$ cat config.mk
export PLATFORM = sky130hd
export DESIGN_NAME = kmeans_iter_ctrl
export DESIGN_NICKNAME = d
export VERILOG_FILES = /design/src/rtl/kmeans_iter_ctrl.sv
export SDC_FILE = /design/constraint.sdc
export NUM_CORES = 1
export LEC_CHECK = 0
export CAP_MARGIN = 15
export CORE_ASPECT_RATIO = 0.5
export CORE_MARGIN = 4
export CORE_UTILIZATION = 30
export CTS_BUF_LIST = sky130_fd_sc_hd__clkbuf_2
export DETAILED_ROUTE_END_ITERATION = 8
export GPL_TIMING_DRIVEN = 0
export PLACE_DENSITY_LB_ADDON = 0.08
export SLEW_MARGIN = 25
export SYNTH_ARGS = -nofsm -noshare
export SYNTH_HDL_FRONTEND = slang
export SYNTH_SLANG_ARGS = --single-unit
$ cat constraint.sdc
create_clock -name clk -period 2.3 [get_ports clk]
set_input_delay 0.23 -clock clk [delete_from_list [all_inputs] [get_ports clk]]
set_output_delay 0.23 -clock clk [all_outputs]
set_load 0.1 [all_outputs]
$ cat src/rtl/kmeans_iter_ctrl.sv
// Sequencer for the k-means engine: loads points into the SRAM, runs full-memory
// scan passes with a read-latency-matched valid pipeline, and handshakes centroid updates.
module kmeans_iter_ctrl #(
    parameter int DATA_SIZE = 4096,
    parameter int ADDR_W    = 12,
    parameter int RD_LAT    = 2,
    parameter int MAX_ITER  = 16
) (
    input  logic              clk,
    input  logic              rst_n,
    input  logic              start,
    input  logic              abort,
    input  logic              wr_valid,
    input  logic              upd_ack,
    input  logic              converged,
    output logic [ADDR_W-1:0] mem_addr,
    output logic              mem_we_b,
    output logic              acc_clr,
    output logic              scan_valid,
    output logic              scan_last,
    output logic              upd_req,
    output logic              busy,
    output logic              done,
    output logic              timeout,
    output logic [7:0]        iter_cnt
);

    typedef enum logic [2:0] {
        IDLE   = 3'd0,
        LOAD   = 3'd1,
        SCAN   = 3'd2,
        DRAIN  = 3'd3,
        UPDATE = 3'd4,
        FIN    = 3'd5
    } state_t;

    localparam logic [ADDR_W-1:0] LAST_ADDR  = ADDR_W'(DATA_SIZE - 1);
    localparam logic [2:0]        DRAIN_LAST = 3'(RD_LAT - 1);
    localparam logic [7:0]        ITER_CAP   = 8'(MAX_ITER);

    state_t            state;
    logic [ADDR_W-1:0] addr_cnt;
    logic [2:0]        drain_cnt;
    logic [RD_LAT-1:0] valid_sr;
    logic [RD_LAT-1:0] last_sr;
    logic              kill;
    logic              scan_in;
    logic              scan_last_in;

    assign kill         = abort && (state != IDLE);
    assign scan_in      = (state == SCAN);
    assign scan_last_in = (state == SCAN) && (addr_cnt == LAST_ADDR);

    // The address counter doubles as the SRAM address; it parks on the last
    // address through DRAIN and UPDATE.
    assign mem_addr   = addr_cnt;
    assign mem_we_b   = !((state == LOAD) && wr_valid);
    assign scan_valid = valid_sr[RD_LAT-1];
    assign scan_last  = last_sr[RD_LAT-1];

    // Delay line matching the SRAM read plus output register latency.
    always_ff @(posedge clk or negedge rst_n) begin
        if (!rst_n) begin
            valid_sr <= '0;
            last_sr  <= '0;
        end else if (kill) begin
            valid_sr <= '0;
            last_sr  <= '0;
        end else begin
            valid_sr <= (valid_sr << 1) | RD_LAT'(scan_in);
            last_sr  <= (last_sr << 1) | RD_LAT'(scan_last_in);
        end
    end

    always_ff @(posedge clk or negedge rst_n) begin
        if (!rst_n) begin
            state     <= IDLE;
            addr_cnt  <= '0;
            drain_cnt <= '0;
            acc_clr   <= 1'b0;
            upd_req   <= 1'b0;
            busy      <= 1'b0;
            done      <= 1'b0;
            timeout   <= 1'b0;
            iter_cnt  <= '0;
        end else begin
            acc_clr <= 1'b0;
            done    <= 1'b0;
            if (kill) begin
                state   <= IDLE;
                upd_req <= 1'b0;
                busy    <= 1'b0;
            end else begin
                case (state)
                    IDLE: begin
                        if (start) begin
                            state    <= LOAD;
                            addr_cnt <= '0;
                            iter_cnt <= '0;
                            timeout  <= 1'b0;
                            busy     <= 1'b1;
                        end
                    end
                    LOAD: begin
                        if (wr_valid) begin
                            if (addr_cnt == LAST_ADDR) begin
                                state    <= SCAN;
                                addr_cnt <= '0;
                                acc_clr  <= 1'b1;
                            end else begin
                                addr_cnt <= addr_cnt + 1'b1;
                            end
                        end
                    end
                    SCAN: begin
                        if (addr_cnt == LAST_ADDR) begin
                            state     <= DRAIN;
                            drain_cnt <= '0;
                        end else begin
                            addr_cnt <= addr_cnt + 1'b1;
                        end
                    end
                    DRAIN: begin
                        if (drain_cnt == DRAIN_LAST) begin
                            state   <= UPDATE;
                            upd_req <= 1'b1;
                        end else begin
                            drain_cnt <= drain_cnt + 3'd1;
                        end
                    end
                    // Convergence wins over the iteration cap when both apply.
                    UPDATE: begin
                        if (upd_ack) begin
                            upd_req  <= 1'b0;
                            iter_cnt <= iter_cnt + 8'd1;
                            if (converged) begin
                                state   <= FIN;
                                done    <= 1'b1;
                                timeout <= 1'b0;
                            end else if ((iter_cnt + 8'd1) == ITER_CAP) begin
                                state   <= FIN;
                                done    <= 1'b1;
                                timeout <= 1'b1;
                            end else begin
                                state    <= SCAN;
                                addr_cnt <= '0;
                                acc_clr  <= 1'b1;
                            end
                        end
                    end
                    FIN: begin
                        state <= IDLE;
                        busy  <= 1'b0;
                    end
                    default: begin
                        state <= IDLE;
                        busy  <= 1'b0;
                    end
                endcase
            end
        end
    end

endmodule
Yosys cells after proc, flatten, opt, wreduce, memory -nomap -nowiden
Index checks and enable logic that the tools add are counted.
- register bits after elaboration: 35
- input bits: 7
- output and inout port bits: 28
- add/sub/neg operators: 3
- eq/ne operators: 23
- mux-type cells: 50
- bitwise gates (word level): 3
- reductions and logical operators: 18
- operator list (kind ; count):
    12-bit two-way mux ; 7
    12-bit one-hot mux with 4 select lines ; 1
    3-bit two-way mux ; 11
    1-bit two-way mux ; 20
    8-bit two-way mux ; 2
    8-bit one-hot mux with 2 select lines ; 1
    3-bit inequality test (second input constant) ; 5
    3-bit one-hot mux with 5 select lines ; 1
    2-bit inequality test (second input constant) ; 7
    12-bit by 1-bit adder with 12-bit output (second input constant) ; 1
    12-bit == test (second input constant) ; 1
    8-bit by 1-bit adder with 8-bit output (second input constant) ; 1
    8-bit by 5-bit == test with 1-bit output (second input constant) ; 1
    1-bit one-hot mux with 2 select lines ; 4
    4-bit AND reduction ; 2
    8-bit AND reduction ; 1
    3-bit by 1-bit == test with 1-bit output (second input constant) ; 2
    3-bit by 2-bit == test with 1-bit output (second input constant) ; 2
    3-bit by 2-bit inequality test with 1-bit output (second input constant) ; 2
    3-bit one-hot mux with 2 select lines ; 1
    6-bit AND reduction ; 1
    3-bit nonzero test ; 2
    5-bit AND reduction ; 1
    2-bit two-way mux ; 2
    other kinds (13) ; 18

Longest topological paths before layout
Gate-level depths: netlist of run 1.
- word-level depth: 7
- depth in mapped cells: 8
- gate-level depth less buffers: 7

Worst setup path after synthesis of run 1
Ideal clock, no wire load.
- path type: reg-to-reg
- start point: register iter_cnt[0]
- end point: register addr_cnt[5] (netlist: mem_addr[5])
- setup time: 0.161 ns
- arrival: 2.533 ns
- path slack: -0.394 ns
- cell stages (with the launch flop): 8
- period minus slack after synthesis: 2.694 ns
- cell sequence: dfrtp_1 > nand3_2 > or3_4 > a221oi_2 > a221o_2 > or2_1 > buf_6 > o31ai_2
- cells in the longest elaborated chain, start to end: 4
- ends and longest elaborated chain (element ; RTL line ; text):
    start, declared ; 25 ; output logic [7:0] iter_cnt
    start signal, assigned ; 135 ; iter_cnt <= iter_cnt + 8'd1;
    8-bit by 1-bit adder with 8-bit output ; 140 ; end else if ((iter_cnt + 8'd1) == ITER_CAP) begin
    8-bit by 5-bit == test with 1-bit output ; 140 ;
    2-bit inequality test (no line) ; -- ;
    8-bit AND reduction (no line) ; -- ;
    end signal, assigned ; 111 ; addr_cnt <= addr_cnt + 1'b1;
    end signal, assigned ; 120 ; addr_cnt <= addr_cnt + 1'b1;
    end, declared ; 42 ; logic [ADDR_W-1:0] addr_cnt;
No other way between the ends.
A chain may end at the register's enable or synchronous reset.

Worst setup path after layout of run 1
- start point: register iter_cnt[3]
- end point: output iter_cnt[3]
No word-level cell between the ends.

==> key figures, run 1 <==
STA
  • Setup Skew: 0.0341 ns
  • Slew HR: 35.1%
  • RSZ-0062 raised after global routing: yes
  • Setup_tns: 0 ns
  • Pins Over Slew Limit: 0
  • Final hold vios: 0
  • Final Cycle Share: 96.4%
  • Peak Freq: 0.451 GHz
  • Worst-Margin Slew: 0.970 ns
  • Setup Viol. Count Final: 0
  • Period minus WS final: 2.22 ns

Floorplan
  • Starting Density: 32.3%
  • Die Y-Extent: 66.3 µm
  • Cell Rows: 20
  • I/O pins: 35
  • DIE WIDTH: 125 µm
  • Die area: 8270 µm²
  • Core area: 6330 µm²

Synthesis
  • Ys async rst share: 100%
  • Yosys cell types: 59
  • Area share of the largest cell type after synthesis: 42.9%
  • Mapped Avg Cell Area: 9.41 µm²
  • Synthesized flop and latch total: 35
  • Syn_nets: 228
  • Synth area leaders: dfrtp_1 43%, o21ai_0 4.2%, nor2_1 3.7%
  • Sequential-to-total area share from yosys stat: 42.9%
  • Syn Std Cell Area: 2040 µm²
  • Leading register cell type out of synthesis: dfrtp_1
  • EDFF count, synth: 0
  • Ys Warns: 0
  • Mapped Cells: 217
  • Post-synth top area cell: dfrtp_1

Pwr
  • Power Dens Cells: 850 nW/µm²
  • Leak Pwr: 1.35 nW
  • Max rail drop VDD: 0.441 mV
  • Internal power: 1.19 mW
  • NetSw: 1.11 mW
  • Clk pwr share: 12.6%
  • Logic pwr share: 53.5%
  • Sw frac: 48.2%
  • Flop pwr share: 33.8%

Setup path
  • Worst Setup Start Kind: flop
  • Worst path slowest cell: clkdlybuf4s50_1
  • Buf+Inv Stages, Crit Path: 1
  • Worst-path cell chain: clkdlybuf4s50_1
  • CP Data Required Time: 2.07 ns
  • CP max stage delay: 1.15 ns
  • R2R Setup Slk: 0.10 ns
  • Reg-to-Reg End: mem_addr[11]$_DFFE_PN0P_
  • Delay-heaviest family, CP: buffers and inverters
  • Crit Path Class: reg -> out
  • Crit-path max FO: 7
  • WP data arrival: 1.99 ns
  • Worst R2R Start: mem_addr[0]$_DFFE_PN0P_
  • CP Capture Type: primary output
  • R2R cell count: 7

GRT
  • Largest net degree at the start of global routing: 20
  • First-pass GRT wire length: 9.08 mm
  • GRT overflow: 0
  • Vias in the first global route: 1827
  • GR Util All Layers: 13.6%
  • Initial antenna violation count: 0

Layout
  • Antenna cells: 0
  • Commonest cells after routing, fill and taps aside: 20 x nor2_1, 19 x nand2_1, 17 x dlymetal6s2s_1
  • Area grow syn2layout: 32.6%
  • Fin nets: 274
  • Final Non-Filler Cells: 352
  • Share of cells above drive strength 1: 25.4%
  • Fin area: 2710 µm²
  • Commonest non-fill, non-tap cell in the layout: nor2_1

Status
  • Outcome: finished clean

Detailed routing
  • Drt via density: 5.06
  • DRT Wirelength: 5.24 mm
  • Pre-Repair DR Iteration Count: 4
  • Met2 wire len: 2.27 mm
  • 1st-iter DRT viols: 116
  • Residual DRC: 0
  • Wl on met1: 2.68 mm
  • DR WL/cell: 14.9 µm
  • Met3 WL post-DR: 260 µm
  • Final ANT Viol Nets: 0
  • Highest Signal Layer: met4
  • Routed via count: 1782

Place
  • Placed Cells: 340
  • Port-buffer cells: 34
  • Placed cell areas: 2560 µm²
  • Routability cong.: 0.823
  • Detailed Place HPWL: 3.80 mm

CTS
  • TritonCTS clock tree: built
  • CTS Buf Count: 5
  • Root Driver: clkbuf_2
  • Clock Path Buffers: 2
  • Clock sinks: 35
  • Clock slew at reported path FFs: 0.21 ns
  • Clock Latency Late Sink: 0.39 ns
  • H-tree depth: 2

Job
  • Number of max-cap violations: 0

Hold path
  • Worst hold path type: in -> async
==> worst max path at each step <==
stage | endpoint | slack (ns) | cells past startpoint | startpoint
detailed placement | mem_we_b | -0.08 | 4 | wr_valid
finish | iter_cnt[3] | 0.08 | 1 | iter_cnt[3]$_DFFE_PN0P_
global route | mem_addr[2]$_DFFE_PN0P_ | 0.003 | 7 | iter_cnt[2]$_DFFE_PN0P_
global placement | mem_addr[0]$_DFFE_PN0P_ | -0.14 | 1 | rst_n
floorplan | mem_addr[5]$_DFFE_PN0P_ | 0.006 | 7 | mem_addr[0]$_DFFE_PN0P_
CTS | mem_we_b | 0.006 | 4 | state[1]$_DFFE_PN0P_
==> registers in the layout, indices dropped and copies added, names as in the netlist <==
| signal | flops |
|---|---|
| mem_addr | 12 |
| iter_cnt | 8 |
| drain_cnt | 3 |
| state | 3 |
| last_sr | 2 |
| valid_sr | 2 |
| acc_clr | 1 |
| busy | 1 |
| done | 1 |
| timeout | 1 |
| upd_req | 1 |
==> power groups by stage <==
| stage | Clock [mW] | Sequential, mW | Combinational [mW] |
|---|---|---|---|
| after floorplan | 0 | 1.05 | 0.646 |
| after global placement | 0 | 0.789 | 1.18 |
| after detailed placement | 0 | 0.792 | 1.19 |
| after CTS | 0.308 | 0.781 | 1.20 |
| after global routing | 0.347 | 0.793 | 1.35 |
| final | 0.291 | 0.778 | 1.23 |
==> final cells by class <==
class | instances | area (µm²)
Buffer | 9 | 56.3
Multi-Input combinational cell | 169 | 1140
Tap cell | 88 | 110
Sequential cell | 35 | 912
Inverter | 4 | 15.0
Clock buffer | 6 | 30.0
Fill cell | 617 | 3620
Clock inverter | 2 | 8.76
Timing Repair Buffer | 39 | 430
==> per-layer routing <==
| layer | global-route usage, % | vias to the layer above |
|---|---|---|
| met2 | 20.8 | 37 |
| met4 | 3.83 | 0 |
| met5 | 0 | - |
| met1 | 18.5 | 857 |
| li1 | - | 884 |
| met3 | 4.27 | 4 |
==> repair_timing <==
item | 4_1_cts | 5_1_grt
endpoints found under the hold margin | 16 | 0
buffers inserted | 0 | 3
pin swaps | 0 | 1
resized for setup | 3 | 25
endpoints found under the setup margin | 1 | 32
hold buffers | 1 | 0
==> cell usage after synthesis, drive strengths merged (4+ instances only) <==
cell and number:
dfrtp 35, o21ai 28, nor2 22, nand2 20
nand3 12, o31ai 9, nand2b 7, and2 6
and3 6, buf 5, nand3b 5, nor2b 5
ha 4, inv 4, or2 4
==> metrics by stage <==
stage	power, mW	hold WS [ns]	worst slack, ns	utilization [%]
2_1_floorplan	1.69	-0.0656	0.00618	-
3_3_place_gp	1.97	0.432	-0.143	40.1
3_5_place_dp	1.99	0.210	-0.0796	40.5
4_1_cts	2.29	0.283	0.00579	41.3
5_1_grt	2.49	0.263	0.00347	42.8
6_report	2.30	0.287	0.0819	42.8
==> cell families (layout without fill, tap and decap cells) <==
| family | Yosys count | count (layout) | synth area share [%] |
|---|---|---|---|
| buffers and inverters | 13 | 60 | 3.49 |
| AO/OA/AOI/OAI | 61 | 61 | 22.2 |
| multiplexers | 2 | 2 | 0.980 |
| XOR/XNOR | 1 | 1 | 0.429 |
| AND/OR/NAND/NOR | 101 | 101 | 27.6 |
| adder cells (fa/ha/maj) | 4 | 4 | 2.45 |
| flip-flops | 35 | 35 | 42.9 |
Note: power is estimated with default switching activity, not from simulation.
==> inputs of run 2 (changes only) <==
--- a/config.mk
+++ b/config.mk
@@ -5,7 +5,6 @@
 export SDC_FILE = /design/constraint.sdc
 export NUM_CORES = 1
 export LEC_CHECK = 0
-export CAP_MARGIN = 15
 export CORE_ASPECT_RATIO = 0.5
 export CORE_MARGIN = 4
 export CORE_UTILIZATION = 30
==> results of run 2 <==
The final DEF is identical to that of run 1; final timing and power are the same.
